$ cat config.mk
export PLATFORM = sky130hd
export DESIGN_NAME = fetch_queue_flat
export DESIGN_NICKNAME = d
export VERILOG_FILES = /design/src/rtl/fetch_queue_pkg.sv /design/src/rtl/fetch_queue_if.sv /design/src/rtl/fetch_fifo.sv /design/src/rtl/fetch_queue.sv /design/src/flat_wrapper.sv
export SDC_FILE = /design/constraint.sdc
export NUM_CORES = 1
export LEC_CHECK = 0
export BUFFER_PORTS_ARGS = -buffer_cell sky130_fd_sc_hd__buf_2
export CORE_MARGIN = 2
export CORE_UTILIZATION = 65
export CTS_BUF_LIST = sky130_fd_sc_hd__clkbuf_4
export CTS_CLUSTER_SIZE = 16
export DETAILED_ROUTE_END_ITERATION = 8
export GPL_ROUTABILITY_DRIVEN = 0
export PLACE_DENSITY = 0.86
export SLEW_MARGIN = 10
export SYNTH_ARGS = -nofsm -noshare
export SYNTH_HDL_FRONTEND = slang
export SYNTH_HIERARCHICAL = 1
export SYNTH_SLANG_ARGS = --single-unit
$ cat constraint.sdc
create_clock -name clk -period 15.63 [get_ports clk]
set_input_delay 3.126 -clock clk [delete_from_list [all_inputs] [get_ports clk]]
set_output_delay 3.126 -clock clk [all_outputs]
set_load 0.03 [all_outputs]
$ cat src/rtl/fetch_queue_pkg.sv
// Shared processor package for the instruction fetch front end.
// Holds the fetch FSM state encoding, the default reset fetch address,
// the queue entry width and the word-address increment helper.
// No ports (package).
package fetch_queue_pkg;

  typedef logic [31:0] word_t;

  typedef enum logic [1:0] {
    IDLE  = 2'd0,  // no request outstanding
    WAIT  = 2'd1,  // request outstanding, response will be queued
    DRAIN = 2'd2   // request outstanding, response will be discarded
  } fetchState_t;

  localparam word_t RESET_PC_DEFAULT = 32'h0000_0000;

  // One queue entry: {instruction word, fetch address + 1}
  localparam int ENTRY_W = 64;

  // Word-based addressing, wraps modulo 2^32.
  function automatic word_t nextPc(input word_t pc);
    return pc + 32'd1;
  endfunction

endpackage

$ cat src/rtl/fetch_queue_if.sv
// Bus bundle of the fetch queue.
// Instruction memory side: imem_req, imem_addr (queue -> memory),
//   imem_ready, imem_rdata (memory -> queue).
// Pipeline side: stall, redirect, redirect_pc (ID/hazard -> queue),
//   instr_out, pc_plus_one_out, instr_valid (queue -> IF/ID register).
// master = the fetch queue, slave = memory plus decode stage.
interface fetch_queue_if;
  import fetch_queue_pkg::*;

  logic  imem_req;
  word_t imem_addr;
  logic  imem_ready;
  word_t imem_rdata;
  logic  stall;
  logic  redirect;
  word_t redirect_pc;
  word_t instr_out;
  word_t pc_plus_one_out;
  logic  instr_valid;

  modport master (
    output imem_req, imem_addr, instr_out, pc_plus_one_out, instr_valid,
    input  imem_ready, imem_rdata, stall, redirect, redirect_pc
  );

  modport slave (
    input  imem_req, imem_addr, instr_out, pc_plus_one_out, instr_valid,
    output imem_ready, imem_rdata, stall, redirect, redirect_pc
  );

endinterface

$ cat src/rtl/fetch_fifo.sv
// Prefetch queue storage: DEPTH entries of ENTRY_W bits.
// Ports:
//   clk, rst      clock, synchronous active-high reset (pointers/count only)
//   push,pushData write one entry at the tail
//   pop           drop the head entry
//   flush         empty the queue; wins over push and pop
//   headData      entry at the head (straight from storage)
//   count         number of valid entries, 0..DEPTH
// The caller never pushes when full nor pops when empty.
module fetch_fifo
  import fetch_queue_pkg::*;
#(
  parameter int DEPTH = 4,
  parameter int WIDTH = ENTRY_W
) (
  input  logic                       clk,
  input  logic                       rst,
  input  logic                       push,
  input  logic [WIDTH-1:0]           pushData,
  input  logic                       pop,
  input  logic                       flush,
  output logic [WIDTH-1:0]           headData,
  output logic [$clog2(DEPTH+1)-1:0] count
);

  localparam int PTR_W = $clog2(DEPTH);
  localparam int CNT_W = $clog2(DEPTH+1);

  logic [WIDTH-1:0] mem [DEPTH];
  logic [PTR_W-1:0] wrPtr;
  logic [PTR_W-1:0] rdPtr;

  // Storage is data only; it carries no reset.
  always_ff @(posedge clk) begin
    if (push && !flush) begin
      mem[wrPtr] <= pushData;
    end
  end

  // DEPTH is a power of two, so pointers wrap by natural overflow.
  always_ff @(posedge clk) begin
    if (rst || flush) begin
      wrPtr <= '0;
      rdPtr <= '0;
      count <= '0;
    end else begin
      wrPtr <= wrPtr + PTR_W'(push);
      rdPtr <= rdPtr + PTR_W'(pop);
      count <= count + CNT_W'(push) - CNT_W'(pop);
    end
  end

  assign headData = mem[rdPtr];

endmodule

$ cat src/rtl/fetch_queue.sv
// Instruction prefetch queue.
// Issues one word-addressed fetch at a time to instruction memory, queues
// responses together with their address+1, and presents the head entry to
// the IF/ID register. A redirect flushes the queue and restarts fetching
// at redirect_pc; a response still in flight at that point is discarded.
// Ports:
//   clk  clock
//   rst  synchronous active-high reset
//   bus  fetch_queue_if.master (memory handshake + pipeline side)
module fetch_queue
  import fetch_queue_pkg::*;
#(
  parameter int    DEPTH    = 4,
  parameter word_t RESET_PC = RESET_PC_DEFAULT
) (
  input  logic          clk,
  input  logic          rst,
  fetch_queue_if.master bus
);

  localparam int CNT_W = $clog2(DEPTH+1);

  fetchState_t        state;
  fetchState_t        stateNext;
  word_t              fetchPc;
  word_t              fetchPcNext;
  word_t              reqAddr;
  word_t              reqAddrNext;
  logic               push;
  logic               pop;
  logic               flush;
  logic               instrValid;
  logic [CNT_W-1:0]   count;
  logic [CNT_W:0]     countAfter;
  logic [ENTRY_W-1:0] headData;

  fetch_fifo #(
    .DEPTH (DEPTH),
    .WIDTH (ENTRY_W)
  ) u_fifo (
    .clk      (clk),
    .rst      (rst),
    .push     (push),
    .pushData ({bus.imem_rdata, nextPc(reqAddr)}),
    .pop      (pop),
    .flush    (flush),
    .headData (headData),
    .count    (count)
  );

  assign instrValid = (count != '0);

  // A redirect empties the queue, so the head is not consumed that cycle.
  assign pop = instrValid && !bus.stall && !bus.redirect;

  // Occupancy after this cycle's push and pop; decides whether another
  // request may be issued back to back.
  assign countAfter = {1'b0, count} + (CNT_W+1)'(1) - (CNT_W+1)'(pop);

  always_comb begin
    stateNext   = state;
    fetchPcNext = fetchPc;
    reqAddrNext = reqAddr;
    push        = 1'b0;
    flush       = 1'b0;
    case (state)
      IDLE: begin
        if (bus.redirect) begin
          flush       = 1'b1;
          fetchPcNext = bus.redirect_pc;
        end else if (count < CNT_W'(DEPTH)) begin
          // A free slot exists now and pops only add more, so the
          // response of this request always has room.
          stateNext   = WAIT;
          reqAddrNext = fetchPc;
        end
      end
      WAIT: begin
        if (bus.redirect) begin
          flush       = 1'b1;
          fetchPcNext = bus.redirect_pc;
          stateNext   = bus.imem_ready ? IDLE : DRAIN;
        end else if (bus.imem_ready) begin
          push        = 1'b1;
          fetchPcNext = nextPc(reqAddr);
          if (countAfter < (CNT_W+1)'(DEPTH)) begin
            reqAddrNext = nextPc(reqAddr);
          end else begin
            stateNext = IDLE;
          end
        end
      end
      DRAIN: begin
        if (bus.redirect) begin
          flush       = 1'b1;
          fetchPcNext = bus.redirect_pc;
        end
        // The stale response retires here even if a new redirect arrives
        // in the same cycle; otherwise the held request would be reissued.
        if (bus.imem_ready) begin
          stateNext = IDLE;
        end
      end
      default: begin
        stateNext = IDLE;
      end
    endcase
  end

  always_ff @(posedge clk) begin
    if (rst) begin
      state   <= IDLE;
      fetchPc <= RESET_PC;
    end else begin
      state   <= stateNext;
      fetchPc <= fetchPcNext;
    end
  end

  // Address of the outstanding request; only meaningful while imem_req=1.
  always_ff @(posedge clk) begin
    reqAddr <= reqAddrNext;
  end

  assign bus.imem_req        = (state != IDLE);
  assign bus.imem_addr       = reqAddr;
  assign bus.instr_valid     = instrValid;
  assign bus.instr_out       = instrValid ? headData[63:32] : '0;
  assign bus.pc_plus_one_out = instrValid ? headData[31:0]  : '0;

endmodule

$ cat src/flat_wrapper.sv
// flat-port wrapper written by rule: the top's interface ports become plain ports
module fetch_queue_flat import fetch_queue_pkg::*;
#(
  parameter int    DEPTH    = 4,
  parameter word_t RESET_PC = RESET_PC_DEFAULT
)
  (clk, rst, bus_imem_req, bus_imem_addr, bus_instr_out, bus_pc_plus_one_out, bus_instr_valid, bus_imem_ready, bus_imem_rdata, bus_stall, bus_redirect, bus_redirect_pc);
  fetch_queue_if bus_i ();
  input  logic clk;
  input  logic rst;
  output wire logic [$bits(bus_i.imem_req)-1:0] bus_imem_req;
  output wire logic [$bits(bus_i.imem_addr)-1:0] bus_imem_addr;
  output wire logic [$bits(bus_i.instr_out)-1:0] bus_instr_out;
  output wire logic [$bits(bus_i.pc_plus_one_out)-1:0] bus_pc_plus_one_out;
  output wire logic [$bits(bus_i.instr_valid)-1:0] bus_instr_valid;
  input wire logic [$bits(bus_i.imem_ready)-1:0] bus_imem_ready;
  input wire logic [$bits(bus_i.imem_rdata)-1:0] bus_imem_rdata;
  input wire logic [$bits(bus_i.stall)-1:0] bus_stall;
  input wire logic [$bits(bus_i.redirect)-1:0] bus_redirect;
  input wire logic [$bits(bus_i.redirect_pc)-1:0] bus_redirect_pc;
  assign bus_imem_req = bus_i.imem_req;
  assign bus_imem_addr = bus_i.imem_addr;
  assign bus_instr_out = bus_i.instr_out;
  assign bus_pc_plus_one_out = bus_i.pc_plus_one_out;
  assign bus_instr_valid = bus_i.instr_valid;
  assign bus_i.imem_ready = bus_imem_ready;
  assign bus_i.imem_rdata = bus_imem_rdata;
  assign bus_i.stall = bus_stall;
  assign bus_i.redirect = bus_redirect;
  assign bus_i.redirect_pc = bus_redirect_pc;
  fetch_queue #(.DEPTH(DEPTH), .RESET_PC(RESET_PC)) u_core (.clk(clk), .rst(rst), .bus(bus_i));
endmodule
Yosys cells after proc, flatten, opt, wreduce, memory -nomap -nowiden
Memory sizes are Yosys's and may differ from the RTL's. A register that Yosys moved wholly into a read port is not among the register bits.
Index checks and enable logic that the tools add are counted.
Storage, ports and cells
  flip-flop bits (word level): 73
  memory bits (writable): 256
  input port bits: 69
  output and inout port bits: 98
  word-level logic and storage cells: 72
  memories: 1
Cells by class
  add/subtract/negate cells: 7
  magnitude comparators: 2
  equality and inequality tests: 11
  muxes and demuxes: 28
  reductions and logical operators: 17
Memory list
  u_core.u_fifo.mem: depth 4, bits a word 64, rd ports 1, clocked after memory_dff 1, wr ports 1, line fetch_fifo.sv:29  | logic [WIDTH-1:0] mem [DEPTH];
Operators by type and width (count)
  $mux W32: 10
  $pmux W32 S2: 2
  $add A32 B1 Y32 const B: 1
  $mux W2: 8
  $ne A2 B2 Y1 const B: 4
  $mux W1: 7
  $ne A2 B1 Y1 const B: 3
  $ne A3 B3 Y1 const B: 2
  $pmux W2 S3: 1
  $reduce_and A6 Y1: 1
  $reduce_bool A2 Y1: 3
  $reduce_and A5 Y1: 1
  $add A2 B1 Y2: 2
  $add A3 B1 Y4 const B: 1
  $lt A4 B3 Y1 const B: 1
  $sub A4 B1 Y4: 1
  $add A3 B1 Y3: 1
  $logic_and A1 B1 Y1: 3
  $logic_not A1 Y1: 3
  $lt A3 B3 Y1 const B: 1
  $reduce_and A3 Y1: 1
  $reduce_bool A3 Y1: 1
  $reduce_or A3 Y1: 1
  $sub A3 B1 Y3: 1
  5 further kinds: 5

Logic depth before layout (Yosys ltp)
Gate-level depths: netlist of the first run.
  depth after elaboration: 9
  gate-level depth with buffers: 10
  mapped depth without buffers: 9

Modules after synthesis
Netlist of the first run, hierarchy kept.
By module, submodules not included
  fetch_fifo: instances 1, cells each 365, area an instance 9656.8 um2, sequential area each 7827.5 um2
  fetch_queue: instances 1, cells each 460, area an instance 3996.3 um2, sequential area each 1641.6 um2

Worst setup path before layout of the first run
OpenSTA, ideal clock, no wires.
  kind: input to register
  from: in bus_redirect
  to: mem u_core/u_fifo/mem[0][0] in the netlist's numbering, enable pin
  library setup time: 0.667 ns
  arrival: 10.427 ns
  required time: 14.963 ns
  path slack: 4.536 ns
  cell stages on the path: 5
  path buffers: 3
  cells stage by stage: clkbuf_1 clkbuf_1 and2_1 clkbuf_1 nor4b_1
On the way
  longest elaborated chain between the ends: 6
  elaborated cells between the ends (all ways): 8
  classes of those cells: mux (6); reduce/logical (2)
Ends and longest elaborated chain
  from (decl): line flat_wrapper.sv:19  | input wire logic [$bits(bus_i.redirect)-1:0] bus_redirect;
  $mux W1: line fetch_queue.sv:68, fetch_queue.sv:79, fetch_queue.sv:94
  $mux W1
  net u_core.flush: line fetch_queue.sv:31  | logic flush;
  $logic_not A1 Y1: line fetch_fifo.sv:35  | if (push && !flush) begin
  $logic_and A1 B1 Y1: line fetch_fifo.sv:35
  $mux W1: line fetch_fifo.sv:35
  $mux W1 (implied by the code): line fetch_fifo.sv:36  | mem[wrPtr] <= pushData;
  to (decl): line fetch_fifo.sv:29
The timed path passes the listed nets, and every way through them passes these cells.

==> impl_metrics.yaml, run 1 <==
setup_path:
  critPathBufInv: 2
  r2r_start: "u_core/state[0]"
  startpoint_type: "register"
  critical_path.max_fanout: 46
  slowest_delay_ps: 790
  timing.rr.end: "u_core/u_fifo/mem[1][52]"
  crit_path_end_kind: "output pin"
  critPathKind: "reg2out"
  required_ps: 12500
  critPathTopFamily: "buffers and inverters"
  arrival_ps: 3090
  r2r_slack_ps: 11390
  slowest_stage: "buf_4"
  reg2regPathDepth: 4
  path_cells: "buf_4 -> mux4_1 -> and2_1 -> buf_2"
cells_and_area:
  fillCellCount: 1255
  nNetsFinal: 1106
  layout-drive-gt1-share: 0.3522
  finalNonFillerCells: 1355
  multi_input_area_um2: 3831
  final_cell_mix: "edfxtp_1 (288), buf_2 (166), clkbuf_4 (111)"
  regArea_um2: 9477
  utilization: 0.7490
  area_growth_pct: 14.23
  layout_commonest_cell: "edfxtp_1"
die:
  rows: 53
  initial_core_util: 0.6557
  die_y_um: 148.9
  die_x_um: 148.9
  io_pins: 167
  dieArea_um2: 22180
  core_area_um2: 20820
timing:
  period_share: 0.3977
  finalMaxSlewViolations: 0
  fmax_mhz: 160.9
  timing.final.crit_period_ps: 6216
  slew_headroom: 0.1756
  setup_tns_ps: 0
  rsz0062_at_grt: "no"
  finalSetupViolCount: 0
  hold_violations: 0
  worstMarginPinSlew_ps: 1237
  skew_ps: 35.08
routing:
  firstDrtPassIters: 5
  wire_per_inst_um: 20.74
  drt_iter0_markers: 645
  drtAntennaViolNets: 0
  vias: 8064
  via_per_inst: 5.951
  drc_errors: 0
  postRouteWirelength_um: 28100
yosys:
  postSynth.asyncResetShare: 0
  ys_ff_latch: 329
  yosys_warnings: 6
  synth_cells: 825
  yosysUniqueCellTypes: 52
  syn_area_per_cell_um2: 16.55
  yosysSeqAreaShare: 0.6935
  synthFlopType: "edfxtp_1"
  synth_edf_count: 288
  syn_nets: 900
  syn_area_um2: 13650
global_route:
  gr-usage-all-layers: 0.2565
  antenna_found_initial: 1
  grt_first_pass_wirelength_um: 42710
  grt_overflow: 0
  grt_pass1_vias: 7854
  grt_max_degree: 67
clocking:
  clk_pin_slew_worst_paths_ps: 70
  cts.sinks: 329
  cts_max_path_buffers: 3
  clkLatencyLatePin_ps: 660
  cts_buffers: 77
  cts_max_level: 3
  cts-root-buf: "clkbuf_4"
  cts_resized: 0
  post_cts_buffers: 0
  cts_hold_buf: 0
  cts_tree: "yes"
hold_path:
  whs_endpoint: "u_core/fetchPc[11]"
  hold_depth: 2
  hold_class: "reg2reg"
  hp-start: "u_core/fetchPc[11]"
placed_design:
  dp_hpwl_um: 17080
  port_buffers: 166
  place_inst: 1227
power:
  ir_worst_vdd_mv: 0.06834
  p_leak_nw: 5.589
  p_per_area_nw_per_um2: 113.3
outcome:
  outcome: "completed"
run:
  maxCapViolCount: 0
## how the worst max path moves through the flow
stage / start / endpoint / slack, ps / cells after the start
4_1_cts: u_core/u_fifo/rdPtr[0] / bus_pc_plus_one_out[0] / 9300 / 4
2_1_floorplan: bus_redirect / u_core/u_fifo/mem[0][0] / 4540 / 5
3_5_place_dp: bus_redirect / u_core/u_fifo/mem[1][35] / 9350 / 4
3_3_place_gp: bus_redirect / u_core/u_fifo/mem[1][41] / 9430 / 4
5_1_grt: u_core/u_fifo/rdPtr[0] / bus_pc_plus_one_out[0] / 9150 / 4
6_report: u_core/u_fifo/rdPtr[0] / bus_pc_plus_one_out[0] / 9410 / 4
## area by class of cell
class / instances / area share
sequential: 329 / 0.6076
multi-input combinational: 421 / 0.2456
timing repair buffer: 174 / 0.05712
clock buffer: 111 / 0.05343
tap: 275 / 0.02206
clock inverter: 16 / 0.007220
inverter: 28 / 0.006739
antenna: 1 / 0.0001604
## power breakdown
part	internal [mW]	switching (mW)
Sequential	0.979	0.0168
Combinational	0.0358	0.0770
Clock	0.356	0.302
Total	1.37	0.396
## kinds of logic after synthesis
logic type / Yosys count / synth area share
xor gates and xnor gates: 31 / 0.02089
buffers and inverters: 75 / 0.02951
AOI/OAI and AO/OA: 93 / 0.04234
adders and majority gates: 6 / 0.006048
muxes: 76 / 0.1165
and+or+nand+nor: 215 / 0.09118
DFF: 329 / 0.6935
## cell usage after synthesis (all sizes together), types with 13 or more instances
| cell | number | area [um2] |
|---|---|---|
| edfxtp | 288 | 8648 |
| and2 | 68 | 425.4 |
| mux4 | 64 | 1456 |
| nand2 | 47 | 176.4 |
| dfxtp | 41 | 820.8 |
| o21ai | 32 | 160.2 |
| clkbuf | 31 | 116.4 |
| inv | 28 | 105.1 |
| xnor2 | 21 | 183.9 |
| buf | 16 | 181.4 |
| a21oi | 15 | 75.07 |
| nor2 | 15 | 56.30 |
| and4 | 14 | 122.6 |
| nand3 | 14 | 82.58 |
| nor3 | 13 | 65.06 |
## state kept, by name, summed over array words and instances, names as in the netlist
name,count
u_core/u_fifo/rdPtr,2
u_core/state,2
u_core/fetchPc,32
u_core/bus.imem_addr,32
u_core/u_fifo/count,3
u_core/u_fifo/mem,256
u_core/u_fifo/wrPtr,2
## worst min-delay path, stage by stage (launching register included)
cell     delay (ps)
dfxtp_1         310
nand2_1          50
a21oi_1          50
## through the flow
| stage | hold WS (ps) | setup WS [ps] | area (um2) | power [mW] |
|---|---|---|---|---|
| after floorplan | 428.5 | 4536 | 13650 | 1.081 |
| after global placement | 434.5 | 9434 | 14650 | 1.121 |
| after detailed placement | 441.5 | 9347 | 14650 | 1.125 |
| after CTS | 454.6 | 9302 | 15590 | 1.784 |
| after global routing | 475.8 | 9150 | 15600 | 1.839 |
| final | 455.9 | 9414 | 15600 | 1.767 |
## layer usage
layer	vias up	GRT usage	share of wire
met1	3945	0.3696	0.41
li1	3674	-	-
met5	-	0	0
met2	409	0.3991	0.49
met4	0	0.08333	0.016
met3	36	0.05688	0.088
No activity file was read; power rests on OpenSTA's default activity.
==> run 2: changes to the inputs <==
--- a/config.mk
+++ b/config.mk
@@ -7,12 +7,12 @@
 export LEC_CHECK = 0
 export BUFFER_PORTS_ARGS = -buffer_cell sky130_fd_sc_hd__buf_2
 export CORE_MARGIN = 2
-export CORE_UTILIZATION = 65
+export CORE_UTILIZATION = 60
 export CTS_BUF_LIST = sky130_fd_sc_hd__clkbuf_4
 export CTS_CLUSTER_SIZE = 16
 export DETAILED_ROUTE_END_ITERATION = 8
 export GPL_ROUTABILITY_DRIVEN = 0
-export PLACE_DENSITY = 0.86
+export PLACE_DENSITY = 0.8
 export SLEW_MARGIN = 10
 export SYNTH_ARGS = -nofsm -noshare
 export SYNTH_HDL_FRONTEND = slang
==> constraint.sdc (replaced) <==
create_clock -name clk -period 6 [get_ports clk]
set_input_delay 1.2 -clock clk [delete_from_list [all_inputs] [get_ports clk]]
set_output_delay 1.2 -clock clk [all_outputs]
set_load 0.03 [all_outputs]
==> impl_metrics.yaml, run 2 (same netlist as run 1, synthesis figures left out) <==
outcome:
  outcome: "completed"
hold_path:
  hp-start: "u_core/fetchPc[12]"
  hold_class: "reg2reg"
  whs_endpoint: "u_core/fetchPc[12]"
  hold_depth: 2
cells_and_area:
  regMostFlops: "u_core/u_fifo/mem"
  fin_area_um2: 15750
  largest_register_ffs: 256
  multi_input_area_um2: 3840
  utilization: 0.6997
  layout_commonest_cell: "edfxtp_1"
  layout-drive-gt1-share: 0.3624
  nNetsFinal: 1110
  area_growth_pct: 15.32
  final_cell_mix: "edfxtp_1 (288), buf_2 (166), clkbuf_4 (125)"
  regArea_um2: 9477
  finalNonFillerCells: 1388
  fillCellCount: 1509
die:
  dieArea_um2: 23980
  io_pins: 167
  die_y_um: 154.9
  die_x_um: 154.9
  initial_core_util: 0.6067
  core_area_um2: 22500
  rows: 55
clocking:
  cts_buffers: 80
  cts.sinks: 329
  post_cts_buffers: 0
  cts_hold_buf: 0
  cts_resized: 0
  cts-root-buf: "clkbuf_4"
  cts_tree: "yes"
  cts_max_level: 3
  cts_max_path_buffers: 3
  clkLatencyLatePin_ps: 680
  clk_pin_slew_worst_paths_ps: 70
setup_path:
  path_cells: "buf_4 -> mux4_2 -> and2_1 -> buf_2"
  arrival_ps: 3030
  reg2regPathDepth: 4
  required_ps: 4800
  crit_path_end_kind: "output pin"
  critical_path.max_fanout: 49
  slowest_delay_ps: 1000
  startpoint_type: "register"
  slowest_stage: "dfxtp_4"
  r2r_start: "u_core/state[0]"
  timing.rr.end: "u_core/u_fifo/mem[2][29]"
  critPathKind: "reg2out"
  r2r_slack_ps: 1950
timing:
  skew_ps: 32.02
  worstMarginPinSlew_ps: 1272
  rsz0062_at_grt: "no"
  finalSetupViolCount: 0
  hold_violations: 0
  setup_tns_ps: 0
  slew_headroom: 0.1519
  period_share: 0.7052
  fmax_mhz: 236.3
  finalMaxSlewViolations: 0
  timing.final.crit_period_ps: 4231
routing:
  postRouteWirelength_um: 27970
  drtAntennaViolNets: 0
  vias: 8073
  firstDrtPassIters: 5
  wire_per_inst_um: 20.15
  drc_errors: 0
  via_per_inst: 5.816
  drt_iter0_markers: 709
run:
  maxCapViolCount: 0
placed_design:
  dp_hpwl_um: 17370
  place_inst: 1238
  dpl_cell_area_um2: 14680
  port_buffers: 166
global_route:
  antenna_found_initial: 2
  grt_first_pass_wirelength_um: 43080
  gr-usage-all-layers: 0.2360
  grt_max_degree: 67
  grt_pass1_vias: 7970
  grt_overflow: 0
power:
  p_per_area_nw_per_um2: 300.6
  p_comb_frac: 0.062
  p_int_mw: 3.640
  p_leak_nw: 5.666
  ir_worst_vdd_mv: 0.2276
  p_sw_frac: 0.2309
  clkPwrFrac: 0.390
  power_mw: 4.732
  sequentialPowerShare: 0.548
  p_sw_mw: 1.093
==> run 2: layout make-up <==
type | count | share of cell area
sequential | 329 | 0.6019
multi-input combinational | 421 | 0.2439
clock inverter | 23 | 0.007947
tap | 285 | 0.02265
timing repair buffer | 175 | 0.05706
clock buffer | 125 | 0.05960
inverter | 28 | 0.006675
antenna | 2 | 0.0003179
==> run 2: power groups by stage <==
stage	Combinational (mW)	Sequential, mW	Clock (mW)
global placement	0.283	2.64	0
global route	0.319	2.60	2.00
floorplan	0.145	2.67	0
CTS	0.293	2.59	1.89
detailed placement	0.292	2.64	0
finish	0.294	2.59	1.84
==> run 2: metrics by stage <==
stage	setup slack, ps	hold WS (ps)
2_1_floorplan	-2713	428.5
5_1_grt	1504	485.1
6_report	1769	459.4
3_3_place_gp	1929	434.0
3_5_place_dp	1738	447.8
4_1_cts	1636	456.4
==> run 2: critical path, delay by kind of cell (launching register included) <==
family	cells	cell delay, ps
and+or+nand+nor	1	150
buffers and inverters	2	630
DFF	1	1000
muxes	1	550
==> run 2: how the worst max path moves through the flow <==
stage,from,cells past startpoint,end
after floorplan,bus_redirect,5,u_core/u_fifo/mem[1][0]
after global placement,bus_redirect,4,u_core/u_fifo/mem[2][34]
after detailed placement,bus_redirect,4,u_core/u_fifo/mem[2][34]
after CTS,u_core/u_fifo/rdPtr[0],4,bus_instr_out[14]
after global routing,u_core/u_fifo/rdPtr[0],4,bus_instr_out[3]
final,u_core/u_fifo/rdPtr[0],4,bus_instr_out[14]
==> run 2: routing by layer <==
layer  up-vias  GRT usage  routed length, um
met5         -          0                  0
met4         0    0.07628                446
met3        36    0.05515               2144
met2       341     0.3695              13440
met1      3997     0.3357              11940
li1       3699          -                  -
